**src/rtl/fetch_unit.sv**
```systemverilog
// Instruction-fetch unit: owns the PC, issues N = IW/MW narrow reads and assembles
// them into one instruction word. Define FETCH_BIG_ENDIAN_EN to place lane 0 in the MSBs.
module fetch_unit #(
    parameter int            MW       = 8,
    parameter int            IW       = 32,
    parameter int            AW       = 8,
    parameter logic [AW-1:0] RESET_PC = '0
) (
    input  logic          clk,
    input  logic          reset,
    input  logic          fetch_req,
    input  logic          pcen,
    input  logic [AW-1:0] pc_next,
    input  logic [MW-1:0] memdata,
    input  logic          mem_valid,
    output logic          mem_req,
    output logic [AW-1:0] adr,
    output logic [IW-1:0] instr,
    output logic          instr_valid,
    input  logic          instr_ack,
    output logic [AW-1:0] pc,
    output logic          busy
);

    localparam int            N         = IW / MW;
    localparam int            LW        = (N > 1) ? $clog2(N) : 1;
    localparam logic [LW-1:0] LANE_LAST = LW'(N - 1);
    localparam logic [AW-1:0] PC_STEP   = AW'(N);

    typedef enum logic [1:0] {
        ST_IDLE  = 2'd0,
        ST_FETCH = 2'd1,
        ST_HOLD  = 2'd2
    } state_t;

    state_t        state_q, state_d;
    logic [LW-1:0] lane_q, lane_d;
    logic [AW-1:0] pc_q, pc_d;
    logic [IW-1:0] instr_q, instr_d;
    logic          instr_valid_q, instr_valid_d;

    // Drop one memory beat into its lane slot; other lanes keep their old contents.
    function automatic logic [IW-1:0] lane_write(
        input logic [IW-1:0] word,
        input logic [LW-1:0] lane,
        input logic [MW-1:0] data
    );
        logic [IW-1:0] res;
        res = word;
        for (int k = 0; k < N; k++) begin
            if (lane == LW'(k)) begin
`ifdef FETCH_BIG_ENDIAN_EN
                res[(N-1-k)*MW +: MW] = data;
`else
                res[k*MW +: MW] = data;
`endif
            end else begin
                res = res;
            end
        end
        return res;
    endfunction

    // Next-state, PC, lane and instruction assembly.
    always_comb begin
        state_d       = state_q;
        lane_d        = lane_q;
        pc_d          = pc_q;
        instr_d       = instr_q;
        instr_valid_d = instr_valid_q;

        case (state_q)
            ST_IDLE: begin
                if (pcen) begin
                    pc_d = pc_next;
                end else begin
                    pc_d = pc_q;
                end
                if (fetch_req) begin
                    state_d = ST_FETCH;
                    lane_d  = '0;
                end else begin
                    state_d = ST_IDLE;
                end
            end

            ST_FETCH: begin
                // A branch wins over any same-cycle capture, including the last lane.
                if (pcen) begin
                    pc_d          = pc_next;
                    lane_d        = '0;
                    instr_valid_d = 1'b0;
                    state_d       = ST_IDLE;
                end else if (mem_valid) begin
                    instr_d = lane_write(instr_q, lane_q, memdata);
                    if (lane_q == LANE_LAST) begin
                        pc_d          = pc_q + PC_STEP;
                        lane_d        = '0;
                        instr_valid_d = 1'b1;
                        state_d       = ST_HOLD;
                    end else begin
                        lane_d = lane_q + LW'(1);
                    end
                end else begin
                    state_d = ST_FETCH;
                end
            end

            ST_HOLD: begin
                if (pcen || instr_ack) begin
                    instr_valid_d = 1'b0;
                    if (pcen) begin
                        pc_d = pc_next;
                    end else begin
                        pc_d = pc_q;
                    end
                    if (fetch_req) begin
                        state_d = ST_FETCH;
                        lane_d  = '0;
                    end else begin
                        state_d = ST_IDLE;
                    end
                end else begin
                    state_d = ST_HOLD;
                end
            end

            default: begin
                state_d       = ST_IDLE;
                lane_d        = '0;
                instr_valid_d = 1'b0;
            end
        endcase
    end

    // State, PC and instruction registers.
    always_ff @(posedge clk or posedge reset) begin
        if (reset) begin
            state_q       <= ST_IDLE;
            lane_q        <= '0;
            pc_q          <= RESET_PC;
            instr_q       <= '0;
            instr_valid_q <= 1'b0;
        end else begin
            state_q       <= state_d;
            lane_q        <= lane_d;
            pc_q          <= pc_d;
            instr_q       <= instr_d;
            instr_valid_q <= instr_valid_d;
        end
    end

    assign mem_req     = (state_q == ST_FETCH);
    assign busy        = (state_q == ST_FETCH);
    assign adr         = pc_q + AW'(lane_q);
    assign pc          = pc_q;
    assign instr       = instr_q;
    assign instr_valid = instr_valid_q;

endmodule

```
**config.mk**
```make
export PLATFORM = sky130hd
export DESIGN_NAME = fetch_unit
export DESIGN_NICKNAME = d
export VERILOG_FILES = /design/src/rtl/fetch_unit.sv
export SDC_FILE = /design/constraint.sdc
export NUM_CORES = 1
export LEC_CHECK = 0
export CAP_MARGIN = 40
export CELL_PAD_IN_SITES_DETAIL_PLACEMENT = 1
export CELL_PAD_IN_SITES_GLOBAL_PLACEMENT = 1
export CORE_ASPECT_RATIO = 0.75
export CORE_MARGIN = 5
export CORE_UTILIZATION = 30
export CTS_CLUSTER_DIAMETER = 40
export DETAILED_ROUTE_END_ITERATION = 8
export GPL_TIMING_DRIVEN = 0
export HOLD_SLACK_MARGIN = 0.06
export PLACE_DENSITY_LB_ADDON = 0.15
export SLEW_MARGIN = 10
export SYNTH_ARGS = -nofsm -noshare
export SYNTH_HDL_FRONTEND = slang
export SYNTH_SLANG_ARGS = --single-unit
```
**constraint.sdc**
```tcl
create_clock -name clk -period 2.1 [get_ports clk]
set_input_delay 0.21 -clock clk [delete_from_list [all_inputs] [get_ports clk]]
set_output_delay 0.21 -clock clk [all_outputs]
set_load 0.005 [all_outputs]
```
==> results of run 1 <==
[registers in the layout, indices dropped and copies added, names as in the netlist]
name,cells
instr,32
instr_valid,1
lane_q,2
pc,8
state_q,2
[routing by layer]
layer	vias to the layer above	track usage
li1	766	-
met1	799	0.193
met2	39	0.207
met3	5	0.0396
met4	0	0.0307
met5	-	0
[critical path: cells and delay by family, from the launching register on]
kind	cells	cell delay, ns
buffers and inverters	2	0.44
flip-flops	1	0.36
AND/OR/NAND/NOR	2	0.72
multiplexers	1	0.37
[synth_stat cells, drive strengths merged]
| cell type | n | share of area |
|---|---|---|
| a21boi | 1 | 0.0036 |
| a21o | 1 | 0.0036 |
| a21oi | 13 | 0.031 |
| a2bb2oi | 2 | 0.0083 |
| a31oi | 2 | 0.0059 |
| and3 | 3 | 0.0089 |
| and3b | 1 | 0.0042 |
| buf | 5 | 0.014 |
| clkbuf | 3 | 0.0054 |
| dfrtp | 45 | 0.54 |
| fa | 1 | 0.0095 |
| ha | 7 | 0.042 |
| inv | 5 | 0.0089 |
| mux2 | 35 | 0.19 |
| mux2i | 3 | 0.014 |
| nand2 | 12 | 0.021 |
| nand2b | 2 | 0.0059 |
| nand3 | 5 | 0.012 |
| nor2 | 6 | 0.011 |
| nor2b | 1 | 0.0030 |
| nor3 | 2 | 0.0048 |
| nor3b | 1 | 0.0059 |
| o21ai | 5 | 0.012 |
| o22a | 1 | 0.0042 |
| o22ai | 1 | 0.0030 |
| o32ai | 1 | 0.0042 |
| or3b | 1 | 0.0042 |
| xnor2 | 3 | 0.012 |
| xor2 | 3 | 0.012 |
[kinds of logic after synthesis]
logic type | share of synthesized area
DFF | 0.535
muxes | 0.203
and+or+nand+nor | 0.0809
AOI/OAI and AO/OA | 0.0756
buffers and inverters | 0.0286
adders and majority gates | 0.0512
xor gates and xnor gates | 0.0250
[final cells by class]
type / instances / share of cell area
Buffer: 8 / 0.0137
Clock buffer: 6 / 0.0265
Clock inverter: 2 / 0.0121
Tap cell: 84 / 0.0338
Inverter: 5 / 0.00603
Timing Repair Buffer: 78 / 0.245
Multi-Input combinational cell: 113 / 0.300
Sequential cell: 45 / 0.363
[path summary, 6_finish.rpt]
check / start / end / cells past startpoint
min in group clk: pcen / state_q[0] / 3
max in group asynchronous: reset / pc[6] / 3
setup reg to reg: state_q[1] / instr[18] / 5
setup / recovery: state_q[1] / instr[18] / 5
hold / removal: reset / instr[20] / 2
hold reg to reg: instr[1] / instr[1] / 1
[through the flow]
stage	TNS, ns	cell area (um^2)	utilization	setup slack, ns	total power [uW]
after global routing	-0.452	3110	0.455	-0.0586	3490
final	0	3110	0.455	0.0973	3270
after global placement	-8.34	2920	0.427	-0.189	2580
after detailed placement	0	2940	0.430	0.0319	2620
after CTS	0	3110	0.455	0.00979	3330
after floorplan	0	2100	-	0.462	1780
[report_power, final]
part           internal [uW]  leakage (uW)  switching [uW]
clock network            387     0.0000574             303
registers               1150      0.000560             171
logic                    849      0.000762             418
[cells in the final DEF (no fill, tap or decap), types with 2 or more instances in the layout]
master           netlist  routed
dfrtp_2                0       3
inv_1                  5       4
nand2b_1               2       2
xor2_1                 3       3
ha_1                   7       6
a21oi_1               13      11
buf_2                  3       3
clkbuf_8               0       6
clkbuf_1               3       2
xnor2_1                3       3
clkdlybuf4s50_1        0      64
mux2_2                33      33
nor2_1                 6       5
dlygate4sd2_1          0       6
a31oi_1                2       2
mux2i_1                3       3
dfrtp_1               45      42
buf_4                  2       8
clkbuf_2               0       2
nor3_1                 2       2
nand2_1               12      12
o21ai_0                5       5
a21oi_2                0       2
a2bb2oi_1              2       2
nand3_1                5       5
and3_1                 3       3
[timing repair]
| item | in CTS | in global routing |
|---|---|---|
| cloned | 0 | 0 |
| pin swaps | 2 | 0 |
| setup endpoints to repair | 7 | 16 |
| buffers inserted | 6 | 0 |
| gates resized for setup | 15 | 4 |
| hold endpoints to repair | 0 | 0 |
==> reports/summary.txt, run 1 <==
largest net degree at the start of global routing: 36
drt via density: 4.72
Synth cell types: 32
first-pass GRT wire length: 9300 um
latest clock arrival within the worst-skew pair: 0.29 ns
DP Cell Count: 327
HPWL after DPL: 4160 um
Post-CTS Hold Buffers: 0
met3 WL: 333 um
Critical Path End Type: register
CTS Buf Count: 5
CTS root buf: clkbuf_8
drt total wl: 5640 um
antenna violations before repair: 0
Pre-antenna DRT Iters: 4
Max Clock Freq: 499 MHz
cell breakdown of the critical path: buf_2 > nor3b_2 > and3_1 > buf_2 > mux2_2
GP Congestion: 0.726
Routed met2 length: 2510 um
max_cap viols: 0
vias in the first global route: 1733
number of synthesized register bits: 45
GRT overflow: 0
wl on met1: 2760 um
Vias: 1609
chip width: 107 um
RSZ-0062 raised after global routing: yes
highest routed layer: met4
CP Max Fanout: 10
Post-route DRC: 0
period utilization: 0.954
CTS Buffer Depth: 2
Iter 0 DRT Violations: 37
Synth Cell Area: 2100 um^2
post-route minimum period: 2.00 ns
CTS tree: done
clk sinks: 45
number of cell rows: 26
Worst Path Required: 2.29 ns
CP Data Arrival Time: 2.19 ns
Final Setup Violations: 0
Syn Area/Cell: 12.3 um^2
global-route usage over all layers: 0.136
initial core utilization: 0.308
worst hold-check path type: input pin to asynchronous set/reset pin
H-tree depth: 2
Leak: 0.00138 uW
CP peak stage delay: 0.50 ns
Fill cells: 742
Antenna Nets Post-Route: 0
Slew headroom: 0.636
FF/Latch Area: 1130 um^2
crit path kind: register to register
IO buf count: 71
die height: 82.5 um
Layout Nets: 286
crit path max-delay cell type: nor3b_2
Final Max Slew Viols: 0
Synth warnings: 0
ant diodes: 0
Multi-input gate area: 932 um^2
Placeable Area: 6830 um^2
area grow syn2layout: 47.9%
VDD IR max: 0.382 mV
status: finished clean
cell mode on critical path: buf_2
Die Area: 8800 um^2
Power Density: 1050 nW/um^2
Synthesized Nets: 201
share of cells above drive strength 1: 0.257
Slew @ Worst Pin: 0.543 ns
startpoint types: register
worst hold slack: 0.166 ns
final hold vios: 0
final cell count without fillers: 341
Gate Count Post-Synth: 171
clk slew on worst S/H paths: 0.09 ns
Worst Skew: 0.00451 ns
r2r setup slk: 0.1 ns
routed wire length per instance: 16.5 um
post-synthesis sequential area ratio: 0.535
I/O pin cnt: 73
(Power assumes the default switching activity.)
==> run 2: changes to the inputs <==
--- a/config.mk
+++ b/config.mk
@@ -13,9 +13,11 @@
 export CORE_UTILIZATION = 30
 export CTS_CLUSTER_DIAMETER = 40
 export DETAILED_ROUTE_END_ITERATION = 8
+export DONT_BUFFER_PORTS = 1
 export GPL_TIMING_DRIVEN = 0
 export HOLD_SLACK_MARGIN = 0.06
 export PLACE_DENSITY_LB_ADDON = 0.15
+export REMOVE_ABC_BUFFERS = 1
 export SLEW_MARGIN = 10
 export SYNTH_ARGS = -nofsm -noshare
 export SYNTH_HDL_FRONTEND = slang
==> run 2 against run 1 <==
Compared with the run above: sequential share of layout area grew 9.8 points; critical path type is now register to output pin; clock power shrank 19%; register-to-register slack gained 0.12 ns; largest cell class unchanged; routed wire length shrank 3.3%; largest power group unchanged; highest routed layer unchanged; design area shrank 21%; flip-flop and latch count is the same.
==> reports/summary.txt, run 2 (same netlist as run 1, synthesis figures left out) <==
Final Worst Setup Slack: 0.191 ns
latest clock arrival within the worst-skew pair: 0.29 ns
max_cap viols: 0
Die Area: 8800 um^2
vias in the first global route: 1649
H-tree depth: 2
final cell count without fillers: 271
max FFs per register: 32
share of cells above drive strength 1: 0.267
chip width: 107 um
crit path kind: register to output pin
clk slew on worst S/H paths: 0.10 ns
CP Max Fanout: 6
clk sinks: 45
Worst Path Required: 1.89 ns
CTS Buf Count: 5
routed wire length per instance: 20.1 um
RSZ-0062 raised after global routing: no
HPWL after DPL: 4110 um
IO buf count: 0
CTS Buffer Depth: 2
GRT overflow: 0
Place WS: -0.342 ns
Power Density: 1030 nW/um^2
drt total wl: 5450 um
commonest non-fill, non-tap cell in the layout: dfrtp_1
ant diodes: 0
Routed met2 length: 2660 um
Vias: 1384
r2r setup slk: 0.22 ns
post-route minimum period: 1.91 ns
Leak: 0.00110 uW
Worst Skew: 0.00891 ns
wl on met1: 2400 um
most frequent cells in the layout: 44 x dfrtp_1, 33 x mux2_2, 14 x dlygate4sd3_1
VDD IR max: 0.350 mV
Slew headroom: 0.662
CTS root buf: clkbuf_8
highest routed layer: met4
Layout Nets: 216
final instance area: 2440 um^2
Antenna Nets Post-Route: 0
Iter 0 DRT Violations: 34
largest net degree at the start of global routing: 29
GP Congestion: 0.745
startpoint types: register
Max Clock Freq: 524 MHz
initial core utilization: 0.308
Final Setup Violations: 0
status: finished clean
worst hold-check path type: input pin to register
area grow syn2layout: 16.2%
CP Data Arrival Time: 1.70 ns
Final Max Slew Viols: 0
final hold vios: 0
reg-to-reg startpoint: state_q[1]
Placeable Area: 6830 um^2
met3 WL: 364 um
critical path launch point: lane_q[0]
number of cell rows: 26
Critical Path End Type: output pin
die height: 82.5 um
Post-route DRC: 0
antenna violations before repair: 0
DP Cell Count: 248
first-pass GRT wire length: 8970 um
period utilization: 0.909
placed cell areas: 2190 um^2
Hold Crit Start: memdata[6]
drt via density: 5.11
Pre-antenna DRT Iters: 3
global-route usage over all layers: 0.133
Slew @ Worst Pin: 0.506 ns
CTS tree: done
I/O pin cnt: 73
-- run 2: changes by cell type in the layout (fill, tap and decap cells not counted), sizes merged --
cell,previous run,this run
clkbuf,10,5
dlygate4sd2,6,0
inv,5,7
buf,12,2
bufinv,1,0
clkdlybuf4s50,64,0
dlygate4sd3,0,14
-- run 2: layout make-up --
| cell class | instances | area [um^2] |
|---|---|---|
| Tap cell | 84 | 105 |
| Inverter | 5 | 18.8 |
| Multi-Input combinational cell | 113 | 931 |
| Sequential cell | 45 | 1130 |
| Timing Repair Buffer | 16 | 168 |
| Clock buffer | 5 | 68.8 |
| Fill cell | 750 | 4390 |
| Clock inverter | 3 | 25.0 |
-- run 2: worst max-delay path, stage by stage (launching register included) --
cell	delay (ns)
dfrtp_1	0.46
ha_1	0.25
fa_1	0.44
nand2_1	0.11
xnor2_1	0.14
-- run 2: metrics by stage --
stage / TNS [ns] / hold slack [ns] / total power [uW] / utilization
floorplan: 0 / 0.342 / 1770 / -
global placement: -2.07 / 0.347 / 1910 / 0.317
detailed placement: -2.63 / 0.126 / 1970 / 0.320
CTS: 0 / 0.0606 / 2580 / 0.353
global route: 0 / 0.0659 / 2710 / 0.358
finish: 0 / 0.0807 / 2520 / 0.358
-- run 2: final timing paths --
path | endpoint | cells after the start
max | adr[6] | 4
min | instr[22] | 1
max reg2reg | instr[10] | 4
min reg2reg | instr[10] | 1
max in group asynchronous | instr[31] | 3
min in group asynchronous | pc[5] | 2
-- run 2: power by group --
part           switching [uW]  total, uW  internal (uW)
Clock                     320        563            243
Combinational             227        539            312
Sequential                274       1420           1150
Total                     821       2520           1700
-- run 2: what timing repair did --
action	CTS	global route
setup buffers	0	1
hold buffers	12	2
hold endpoints to repair	49	2
gates resized for setup	3	2
endpoints found under the setup margin	9	26
-- run 2: metal layers --
layer  GRT usage  up-vias
met3      0.0451        2
met5           0        -
li1            -      634
met1       0.168      712
met2       0.225       36
met4      0.0268        0
